--- config.mk ---
export PLATFORM = sky130hd
export DESIGN_NAME = bp_update_sched
export DESIGN_NICKNAME = d
export VERILOG_FILES = /design/src/rtl/bp_update_sched_pkg.sv /design/src/rtl/bp_res_fifo.sv /design/src/rtl/bp_update_sched.sv
export SDC_FILE = /design/constraint.sdc
export NUM_CORES = 1
export LEC_CHECK = 0
export CAP_MARGIN = 30
export CORE_ASPECT_RATIO = 0.7
export CORE_MARGIN = 2
export CORE_UTILIZATION = 45
export CTS_CLUSTER_SIZE = 25
export DETAILED_ROUTE_END_ITERATION = 8
export GPL_ROUTABILITY_DRIVEN = 1
export GPL_TIMING_DRIVEN = 0
export PLACE_DENSITY = 0.71
export RECOVER_POWER = 50
export SLEW_MARGIN = 40
export SYNTH_ARGS = -nofsm -noshare
export SYNTH_HDL_FRONTEND = slang
export SYNTH_HIERARCHICAL = 1
export SYNTH_SLANG_ARGS = --single-unit
--- constraint.sdc ---
create_clock -name clk -period 3.45 [get_ports clk]
set_clock_uncertainty 0.2 [all_clocks]
set_input_delay 0.5175 -clock clk [delete_from_list [all_inputs] [get_ports clk]]
set_output_delay 0.5175 -clock clk [all_outputs]
set_load 0.01 [all_outputs]
--- src/rtl/bp_update_sched_pkg.sv ---
// Shared types for the branch-predictor update scheduler: the buffered
// resolution record and the scheduler FSM states.
package bp_update_sched_pkg;

    typedef struct packed {
        logic [31:0] pc;
        logic        taken;
    } bp_res_t;

    typedef enum logic {
        SWEEP = 1'b0,
        RUN   = 1'b1
    } bp_sched_state_t;

    function automatic logic is_mispredict(input logic taken, input logic pred);
        return taken ^ pred;
    endfunction

endpackage

--- src/rtl/bp_res_fifo.sv ---
// Synchronous FIFO of resolved branch records; the extra pointer MSB
// distinguishes full from empty when the low bits match.
module bp_res_fifo
    import bp_update_sched_pkg::*;
#(
    parameter int DEPTH = 4
) (
    input  logic    clk,
    input  logic    rst,
    input  logic    i_push,
    input  logic    i_pop,
    input  logic    i_flush,
    input  bp_res_t i_data,
    output logic    o_full,
    output logic    o_empty,
    output bp_res_t o_head
);

    localparam int AW = $clog2(DEPTH);

    logic [AW:0] r_wr_ptr;
    logic [AW:0] r_rd_ptr;
    bp_res_t     r_mem [DEPTH];

    // Pointer update; a flush wins over any coincident push or pop.
    always_ff @(posedge clk or posedge rst) begin
        if (rst) begin
            r_wr_ptr <= '0;
            r_rd_ptr <= '0;
        end else if (i_flush) begin
            r_wr_ptr <= '0;
            r_rd_ptr <= '0;
        end else begin
            if (i_push) r_wr_ptr <= r_wr_ptr + (AW+1)'(1);
            if (i_pop)  r_rd_ptr <= r_rd_ptr + (AW+1)'(1);
        end
    end

    // Storage write; contents need no reset because the pointers qualify them.
    always_ff @(posedge clk) begin
        if (i_push && !i_flush) r_mem[r_wr_ptr[AW-1:0]] <= i_data;
    end

    assign o_empty = (r_wr_ptr == r_rd_ptr);
    assign o_full  = (r_wr_ptr[AW] != r_rd_ptr[AW]) &&
                     (r_wr_ptr[AW-1:0] == r_rd_ptr[AW-1:0]);
    assign o_head  = r_mem[r_rd_ptr[AW-1:0]];

endmodule

--- src/rtl/bp_update_sched.sv ---
// Schedules predictor updates: clear sweep after reset/request, then FIFO
// drain of resolved branches, with saturating perf counters.
module bp_update_sched
    import bp_update_sched_pkg::*;
#(
    parameter int DEPTH         = 4,
    parameter int PC_NUM_BITS   = 5,
    parameter int PC_BIT_OFFSET = 2,
    parameter int CNT_W         = 32
) (
    input  logic             clk,
    input  logic             rst,
    input  logic             clr_i,
    input  logic             res_valid_i,
    input  logic [31:0]      res_pc_i,
    input  logic             res_taken_i,
    input  logic             res_pred_i,
    output logic             res_ready_o,
    output logic             upd_valid_o,
    input  logic             upd_ready_i,
    output logic [31:0]      upd_pc_o,
    output logic             upd_taken_o,
    output logic             upd_clr_o,
    output logic             mispredict_o,
    output logic [CNT_W-1:0] br_count_o,
    output logic [CNT_W-1:0] mispred_count_o
);

    bp_sched_state_t        r_state;
    bp_sched_state_t        w_state_nxt;
    logic [PC_NUM_BITS-1:0] r_idx;
    logic [PC_NUM_BITS-1:0] w_idx_nxt;
    logic [CNT_W-1:0]       r_br_cnt;
    logic [CNT_W-1:0]       r_mp_cnt;
    logic                   r_mispred;

    logic    w_full;
    logic    w_empty;
    bp_res_t w_head;
    bp_res_t w_in;
    logic    w_run;
    logic    w_accept;
    logic    w_pop;
    logic    w_mp;

    assign w_run    = (r_state == RUN);
    assign w_accept = res_valid_i && res_ready_o;
    assign w_pop    = w_run && !w_empty && upd_ready_i;
    assign w_mp     = w_accept && is_mispredict(res_taken_i, res_pred_i);
    assign w_in     = '{pc: res_pc_i, taken: res_taken_i};

    // A push coinciding with clr_i is dropped by the flush but still counted.
    bp_res_fifo #(.DEPTH(DEPTH)) u_fifo (
        .clk     (clk),
        .rst     (rst),
        .i_push  (w_accept),
        .i_pop   (w_pop),
        .i_flush (clr_i),
        .i_data  (w_in),
        .o_full  (w_full),
        .o_empty (w_empty),
        .o_head  (w_head)
    );

    // FSM and sweep index register.
    always_ff @(posedge clk or posedge rst) begin
        if (rst) begin
            r_state <= SWEEP;
            r_idx   <= '0;
        end else begin
            r_state <= w_state_nxt;
            r_idx   <= w_idx_nxt;
        end
    end

    // Next-state: sweep walks every index once, clr_i always restarts it.
    always_comb begin
        w_state_nxt = r_state;
        w_idx_nxt   = r_idx;
        case (r_state)
            SWEEP: begin
                if (clr_i) begin
                    w_idx_nxt = '0;
                end else if (upd_ready_i) begin
                    if (r_idx == {PC_NUM_BITS{1'b1}}) begin
                        w_state_nxt = RUN;
                        w_idx_nxt   = '0;
                    end else begin
                        w_idx_nxt = r_idx + PC_NUM_BITS'(1);
                    end
                end else begin
                    w_idx_nxt = r_idx;
                end
            end
            RUN: begin
                if (clr_i) begin
                    w_state_nxt = SWEEP;
                    w_idx_nxt   = '0;
                end else begin
                    w_state_nxt = RUN;
                end
            end
            default: begin
                w_state_nxt = SWEEP;
                w_idx_nxt   = '0;
            end
        endcase
    end

    // Saturating performance counters and the registered mispredict pulse.
    always_ff @(posedge clk or posedge rst) begin
        if (rst) begin
            r_br_cnt  <= '0;
            r_mp_cnt  <= '0;
            r_mispred <= 1'b0;
        end else begin
            r_mispred <= w_mp;
            if (w_accept && (r_br_cnt != {CNT_W{1'b1}})) r_br_cnt <= r_br_cnt + CNT_W'(1);
            if (w_mp && (r_mp_cnt != {CNT_W{1'b1}}))     r_mp_cnt <= r_mp_cnt + CNT_W'(1);
        end
    end

    assign res_ready_o     = w_run && !w_full;
    assign upd_valid_o     = !w_run || !w_empty;
    assign upd_clr_o       = !w_run;
    assign upd_pc_o        = w_run ? w_head.pc : (32'(r_idx) << PC_BIT_OFFSET);
    assign upd_taken_o     = w_run ? w_head.taken : 1'b0;
    assign mispredict_o    = r_mispred;
    assign br_count_o      = r_br_cnt;
    assign mispred_count_o = r_mp_cnt;

endmodule

# Yosys cells after proc, flatten, opt, wreduce, memory -nomap -nowiden
# Memories as Yosys holds them, arrays and structs flattened.
# Cells that the tools add are included.
[word_totals]
register_bits = 77
ramBits = 132
input_bits = 39
output_inout_bits = 101
elab_cells = 58
memories = 1
[classes]
addsub = 5
eq_ne = 8
n_mux = 18
bitwise_logic = 2
reduce_logical = 17
[mem_list]
columns = ["memory", "depth", "width", "read_ports", "rd_ports_with_merged_regs", "wr", "line_no", "source"]
rows = [
  ["u_fifo.r_mem", 4, 33, 1, 0, 1, "bp_res_fifo.sv:23", "bp_res_t r_mem [DEPTH];"],
]
[ops]
columns = ["cell", "n"]
rows = [
  ["$add A32 B1 Y32 const B", 2],
  ["$ne A32 B32 Y1 const B", 2],
  ["$mux W32", 1],
  ["$mux W5", 4],
  ["$mux W3", 4],
  ["$pmux W5 S2", 1],
  ["$logic_and A1 B1 Y1", 9],
  ["$mux W1", 7],
  ["$add A3 B1 Y3 const B", 2],
  ["$add A5 B1 Y5 const B", 1],
  ["$eq A5 B5 Y1 const B", 1],
  ["$logic_not A1 Y1", 4],
  ["$reduce_bool A2 Y1", 2],
  ["$eq A3 B3 Y1", 1],
  ["$ne A3 B3 Y1 const B", 1],
  ["$eq A2 B2 Y1", 1],
  ["$ne A2 B2 Y1 const B", 1],
  ["$pmux W1 S2", 1],
  ["$reduce_and A2 Y1", 1],
  ["$logic_or A1 B1 Y1", 1],
  ["$ne A1 B1 Y1", 1],
  ["$not A1 Y1", 1],
  ["$xor A1 B1 Y1", 1],
]

# Logic depth before layout (Yosys ltp)
[logic_depth]
depth_word = 8
mapped_depth = 10
mapped_depth_nobuf = 8

# By module
# Netlist, hierarchy kept.
[modules_own_cells]
columns = ["module", "n_inst", "cells_each", "area_each_um2", "seq_area_each_um2"]
rows = [
  ["bp_res_fifo", 1, 211, 5208.7, 4113.9],
  ["bp_update_sched", 1, 363, 3802.4, 1776.7],
]

# Worst setup path after synthesis
# OpenSTA, ideal clock, no wires.
[synth_path]
path_type = "register to register"
start = "reg u_fifo.r_rd_ptr[0]"
end = "mem u_fifo/r_mem[0][0] (netlist name) (enable)"
setup_ns = 0.393
t_arrival_ns = 2.662
required_time_ns = 2.857
slack_ns = 0.195
path_stages_with_launch = 10
path_buffers = 3
synth_period_minus_slack_ns = 3.255
path_cell_list = "dfrtp_1 -> buf_6 -> buf_12 -> xor2_1 -> nor3_1 -> nand3b_4 -> inv_2 -> clkbuf_1 -> nor2b_1 -> and2_1"
[synth_via]
elab_chain_cells = 8
[synth_lines]
columns = ["element", "line_no", "source"]
rows = [
  ["start, declared", "bp_res_fifo.sv:22", "logic [AW:0] r_rd_ptr;"],
  ["start signal, assigned", "bp_res_fifo.sv:35", "if (i_pop) r_rd_ptr <= r_rd_ptr + (AW+1)'(1);"],
  ["$eq A2 B2 Y1", "bp_res_fifo.sv:46", "(r_wr_ptr[AW-1:0] == r_rd_ptr[AW-1:0]);"],
  ["$logic_and A1 B1 Y1", "bp_res_fifo.sv:45", "assign o_full = (r_wr_ptr[AW] != r_rd_ptr[AW]) &&"],
  ["named net w_full", "bp_update_sched.sv:37", "logic w_full;"],
  ["$logic_not A1 Y1", "bp_update_sched.sv:123", "assign res_ready_o = w_run && !w_full;"],
  ["$logic_and A1 B1 Y1", "bp_update_sched.sv:123", ""],
  ["$logic_and A1 B1 Y1", "bp_update_sched.sv:47", "assign w_accept = res_valid_i && res_ready_o;"],
  ["named net w_accept", "bp_update_sched.sv:42", "logic w_accept;"],
  ["$logic_and A1 B1 Y1", "bp_res_fifo.sv:41", "if (i_push && !i_flush) r_mem[r_wr_ptr[AW-1:0]] <= i_data;"],
  ["$mux W1", "bp_res_fifo.sv:41", ""],
  ["$mux W1 (implied by the code)", "bp_res_fifo.sv:41", ""],
  ["end, declared", "bp_res_fifo.sv:23", ""],
]
# The timed path passes the listed nets, and every way through them passes these cells.

==> flow_summary.toml <==
[worst_hold_path]
holdCritPathClass = "in -> async"

[floorplanning]
dieArea_um2 = 21200
initial_core_util = 0.456
die_y_um = 122
ioPinCount = 140
core_um2 = 19700
num_rows = 43
die_w_um = 173

[cts]
cts-root-buf = "clkbuf_16"
cts_buffers = 21
post-cts-setup-buffers = 0
cts_htree_levels = 1
cts_tree = "yes"
cts_hold_buf = 0
cts_resized = 0
cts_sinks = 209
clk_pin_slew_ns = 0.06
cts_max_path_buffers = 3
clk_latency_ns = 0.48

[power_and_ir_drop]
p_int_uw = 4040
clockPowerShare = 0.447
comb_power_share = 0.018
cellPowerDensity_nw_per_um2 = 437
p_leak_uw = 0.00427
switchingPower_uw = 950
switching_share = 0.190
power_frac_seq = 0.535
ir_drop_v = 0.000267

[setup_path]
crit_type = "reg -> out"
start_kind = "flop"
cp_common_cell = "buf_2"
cp.arrival_ns = 2.48
crit_slowest_cell = "clkdlybuf4s50_1"
critPathRequiredTime_ns = 2.73
path_max_fanout = 10
end_kind = "output port"
path_cells = "buf_2 > buf_2 > mux4_1 > mux2_2 > clkdlybuf4s50_1"
max_stage_delay_ns = 0.48

[final_layout]
drive_above_1_share = 0.139
final_net_count = 784
syn2layout_area_growth_pct = 26.8
finalCoreUtilization = 0.579

[global_route]
use_met3 = 0.0341
grt_use_met2 = 0.276
grt.total_usage = 0.178
grt_start_max_net_pins = 39
grt_busiest_layer = "met2"
antenna_found_initial = 1
grt_pass1_wl_um = 29900
grt-ovfl-total = 0
met1_usage = 0.261
grt_pass1_vias = 5571

[route]
firstDrtPassIters = 6
drt_wl_total_um = 18900
ant_nets = 0
vias_per_cell = 5.37
wire_per_inst_um = 18.6
drt_iter0_drc = 429
drc = 0
routed-via-count = 5477

[status]
status = "finished, violations left"
failed_checks = "max-capacitance violations"

[run]
drv_cap = 1

[logic_synthesis]
synth_top_family_by_area = "simple AND/OR/NAND/NOR gates"
syn-cell-area_um2 = 9010
yosys_most_used_dff = "edfxtp_1"
synth_compound_area_frac = 0.0142
muxShareOfSynthArea = 0.0989
syn-num-nets = 622
postSynthCellCount = 574
yosys.area_share.simple = 0.136
async_flop_share = 0.368
postSynthAreaPerCell_um2 = 15.7
synth_edf_count = 132
synthAdderAreaFrac = 0.0125
yosysUniqueCellTypes = 47
synth-xor-area-share = 0.0661
seq_area_frac_synth = 0.654
yosysWarningCount = 6
synth_seq_cells = 209

[sta]
rsz0062_at_grt = "no"
drv_slew = 0
setup_viol = 0
slew_headroom = 0.0121
finalHoldViolations = 0
worst_pin_slew_ns = 1.47
fin_ws_ns = 0.254
fmax_mhz = 313
period_share = 0.926
min_period_ns = 3.20

[place]
gp_congestion = 0.859
dp_hpwl_um = 12800
numPortBuffers = 139
place_ws_ns = -0.0836
cells in the final DEF (no fill, tap or decap), types with 5 or more instances in the layout:
cell type          n
a21oi_1            6
and2_1            30
and3_1            17
and4_1             6
buf_2              6
clkbuf_1           7
clkbuf_16         21
clkdlybuf4s50_1   60
dfrtp_1           77
dlygate4sd3_1     79
edfxtp_1         132
ha_1               9
inv_1              9
mux2_2             7
mux2i_1            5
mux4_1             5
mux4_2            28
nand2_1           19
nand3_1           23
nand4_1           44
nor2_1            23
nor3_1             9
xnor2_1           56
xor2_1            12
worst max-delay path: cells and delay by family, from the launching register on:
kind,cells,cell delay [ns]
buf+inv,3,1.01
flops,1,0.34
mux,2,0.65
stage by stage:
stage | power [µW] | instance area [µm²] | TNS (ns) | hold slack [ns] | std cells
after floorplan | 2750 | 9010 | 0 | 0.108 | 574
after global placement | 2810 | 10700 | -130.06 | 0.284 | 983
after detailed placement | 2820 | 10800 | -9.39 | 0.289 | 984
after CTS | 5070 | 11400 | 0 | 0.183 | 1019
after global routing | 5160 | 11400 | 0 | 0.239 | 1020
final | 4990 | 11400 | 0 | 0.239 | 1020
synthesized netlist by cell type (2+ instances only):
library cell / instances / area [µm²]
and4_1: 6 / 52.6
a21bo_2: 2 / 20.0
nand3b_1: 2 / 15.0
edfxtp_1: 132 / 3960
nor2_1: 23 / 86.3
nand3_1: 23 / 115
nor4_4: 3 / 63.8
mux4_2: 28 / 631
a21oi_1: 6 / 30.0
buf_2: 6 / 30.0
buf_12: 3 / 60.1
nor2b_1: 2 / 12.5
a31oi_2: 2 / 25.0
nor3_1: 9 / 45.0
mux2i_1: 5 / 50.1
nor3_2: 2 / 20.0
ha_1: 9 / 113
o2111ai_1: 2 / 17.5
and2_1: 34 / 213
and3_1: 17 / 106
dfrtp_1: 77 / 1930
mux4_1: 5 / 131
nor3b_1: 3 / 22.5
o21ai_0: 2 / 10.0
nor4_2: 2 / 25.0
nand4_1: 44 / 275
mux2_2: 7 / 78.8
xnor2_1: 56 / 490
clkbuf_1: 5 / 18.8
inv_1: 10 / 37.5
or2_2: 2 / 12.5
xor2_1: 12 / 105
nand2_1: 19 / 71.3
layer usage:
metal	vias up	wire length (µm)
li1	2518	-
met1	2791	8910
met2	143	8720
met3	25	926
met4	0	371
met5	-	0
area by class of cell:
type	instances	area, µm²
Clock inverter	12	136
Clock buffer	24	537
Multi-Input combinational cell	338	2960
Antenna cell	1	2.50
Timing Repair Buffer	140	1400
Inverter	11	42.5
Buffer	15	124
Fill cell	1578	8320
Tap cell	270	338
Sequential cell	209	5890
cells by family (layout without fill, tap and decap cells):
family                     count (synthesis)  after routing
xor gates and xnor gates                  68             68
DFF                                      209            209
muxes                                     45             45
and+or+nand+nor                          199            199
AOI/OAI and AO/OA                         17             17
adders and majority gates                  9              9
buffers and inverters                     27            202
other                                      0              1
final timing paths:
path	from	endpoint	slack, ns	cells past startpoint
max in group asynchronous	rst	br_count_o[31]	0.87	3
worst max-delay path	u_fifo/r_rd_ptr[1]	upd_pc_o[2]	0.25	5
worst max register to register	u_fifo/r_rd_ptr[0]	u_fifo/r_mem[3][25]	0.34	8
worst min-delay path	rst	u_fifo/r_wr_ptr[2]	0.24	2
worst min register to register	mispred_count_o[23]	mispred_count_o[23]	0.30	1
min in group clk	mispred_count_o[23]	mispred_count_o[23]	0.30	1
power groups by stage:
stage / Combinational, µW / Clock [µW] / Sequential (µW)
finish: 89.6 / 2230 / 2670
detailed placement: 102 / 0 / 2720
global route: 101 / 2390 / 2670
floorplan: 24.7 / 0 / 2720
CTS: 103 / 2300 / 2670
global placement: 93.4 / 0 / 2720
sequential cells by signal (all words and copies together), names as in the netlist:
signal           flops
u_fifo/r_wr_ptr      3
br_count_o          32
r_state              1
u_fifo/r_mem       132
mispredict_o         1
mispred_count_o     32
u_fifo/r_rd_ptr      3
r_idx                5
Power figures use the tool's default switching activity.
==> edit, RTL diff (same settings) <==
Set the parameter `CNT_W` to 64 (it was 32).
--- a/src/rtl/bp_update_sched.sv
+++ b/src/rtl/bp_update_sched.sv
@@ -8,3 +8,3 @@
     parameter int PC_BIT_OFFSET = 2,
-    parameter int CNT_W         = 32
+    parameter int CNT_W         = 64
 ) (
Ports: changed (resized br_count_o and mispred_count_o); port bits go from 140 to 204. The function was not compared with the original's and may differ.
==> edit against the original RTL <==
Synthesized area increased by 36%. Critical path depth is 7 higher. Power rose by 31%. Count of clock-buffer cells in the layout is 20 higher. Fmax shrank 1.8%. Routed wire length is 54% higher. Final area is 38% higher. Worst setup slack worse by 0.060 ns. Sequential cell count rose by 64. Critical endpoint is now mispred_count_o[61]$_DFFE_PP0P_. Highest routed layer unchanged.
==> edit: results (changes against the original RTL) <==
[layout]
num-fill-cells = 2177  ; +38%
drive_above_1_share_pct = 10.7  ; -3.2 points
final_nets = 1200  ; +53%

[logic_synthesis]
yosys_warnings = 6  ; unchanged
synthTopCellsByArea = edfxtp_1 32%, dfrtp_1 29%, xnor2_1 5.8%
syn_area_per_cell_um2 = 13.5  ; -14%
synthTopCellsByCount = 141 x dfrtp_1, 132 x edfxtp_1, 81 x xnor2_1
async_reset_ff_share_pct = 51.6  ; +15 points
synth-edff-count = 132  ; unchanged
yosysUniqueCellTypes = 52  ; +11%
synth_fp_nets = 958  ; +54%
yosysSeqAreaShare_pct = 61.0  ; -4.3 points

[placed_design]
port_buffers = 203  ; +46%
place_area_um2 = 15000  ; +39%
dp_hpwl_mm = 20.5  ; +61%
globalplace.congestion = 0.860  ; +0.20%
place_ws_ns = -0.142  ; -0.0584 ns
placedCellCount = 1484  ; +51%

[drt]
dr.pass1.iters = 5  ; -1
wire_per_inst_um = 18.9  ; +1.8%
drtIter0Drc = 635  ; +48%
wirelength_mm = 29.1  ; +54%
routed_via_density = 5.45  ; +1.5%

[status]
status = complete, no violations

[power_and_ir_drop]
leakage_nw = 6.22  ; +45%
irDropWorstVdd_v = 0.000329  ; +23%

[clock_tree]
clk_pin_slew_ns = 0.07
clkLatencyLatePin_ns = 0.54  ; +0.06 ns
numCtsBuffers = 28  ; +33%

[critical_path]
rr_worst_depth = 12  ; +4
worst_path_dominant_cell_family = buffers and inverters
max_stage_delay_ns = 0.39  ; -0.09 ns
slowest_stage = dfrtp_1

[global_route]
grt_pass1_wl_mm = 46.9  ; +57%
grt_pass1_vias = 8313  ; +49%
grt_max_degree = 34  ; -13%
grtUsageTotal_pct = 20.5  ; +2.7 points

[timing]
worst_pin_slew_ns = 1.36  ; -0.114 ns

==> edit: cell count changes after synthesis, moves of 19 or more <==
| cell | delta |
|---|---|
| nor4_1 | +19 |
| nand2_1 | +33 |
| nand3_1 | +34 |
| xnor2_1 | +25 |
| nor3_1 | +23 |
| dfrtp_1 | +64 |
| xor2_1 | +38 |
==> edit: cell families (layout without fill, tap and decap cells) <==
family                     Yosys count  count (layout)  synth area share, %
adders and majority gates            9               9                0.917
buffers and inverters               43             307                 1.98
DFF                                273             273                 61.0
AOI/OAI and AO/OA                   22              22                 1.36
and+or+nand+nor                    388             388                 18.2
muxes                               44              44                 7.18
other                                0               2                    0
xor gates and xnor gates           131             131                 9.35
==> edit: power breakdown <==
part	switching (W)	internal [W]
clock	0.00123	0.00181
sequential	0.00000279	0.00342
combinational	0.0000650	0.0000403
==> edit: what timing repair did <==
action / in CTS / in global routing
setup buffers: 0 / 2
pin swaps: 0 / 1
gates resized for setup: 3 / 5
hold endpoints to repair: 0 / 0
setup endpoints to repair: 8 / 37
==> edit: metal layers <==
layer  vias up  global-route usage (%)  share of wire, %
met1      4194                    31.6                48
met4         0                    4.30               1.9
met3        35                    3.62               6.4
li1       3897                       -                 -
met5         -                       0                 0
met2       270                    30.5                44
==> edit: cell type report <==
type	count	area (µm²)	share of cell area (%)
plain buffers	26	180	1.14
repair buffers	212	2080	13.1
flip-flops and latches	273	7490	47.4
inverters	17	68.8	0.435
well taps	364	455	2.88
clock buffers	44	875	5.53
clock inverters	8	67.6	0.427
multi-input cells	594	4590	29.1
diodes	2	5.00	0.0316
==> edit: stage by stage <==
| step | total power [W] | hold WS (ns) |
|---|---|---|
| final | 0.00657 | 0.190 |
| after global routing | 0.00677 | 0.197 |
| after CTS | 0.00665 | 0.0842 |
| after detailed placement | 0.00362 | 0.286 |
| after global placement | 0.00360 | 0.285 |
| after floorplan | 0.00352 | 0.108 |
==> edit: final timing paths <==
check                                          startpoint                         endpoint  slack (ns)
setup / recovery           u_fifo/r_rd_ptr[0]$_DFFE_PP0P_  mispred_count_o[61]$_DFFE_PP0P_        0.19
hold / removal                                        rst   u_fifo/r_rd_ptr[1]$_DFFE_PP0P_        0.19
setup reg to reg           u_fifo/r_rd_ptr[0]$_DFFE_PP0P_  mispred_count_o[61]$_DFFE_PP0P_        0.19
hold reg to reg                br_count_o[40]$_DFFE_PP0P_       br_count_o[40]$_DFFE_PP0P_        0.29
max in group asynchronous                             rst       br_count_o[62]$_DFFE_PP0P_        0.51
min in group clk               br_count_o[40]$_DFFE_PP0P_       br_count_o[40]$_DFFE_PP0P_        0.29
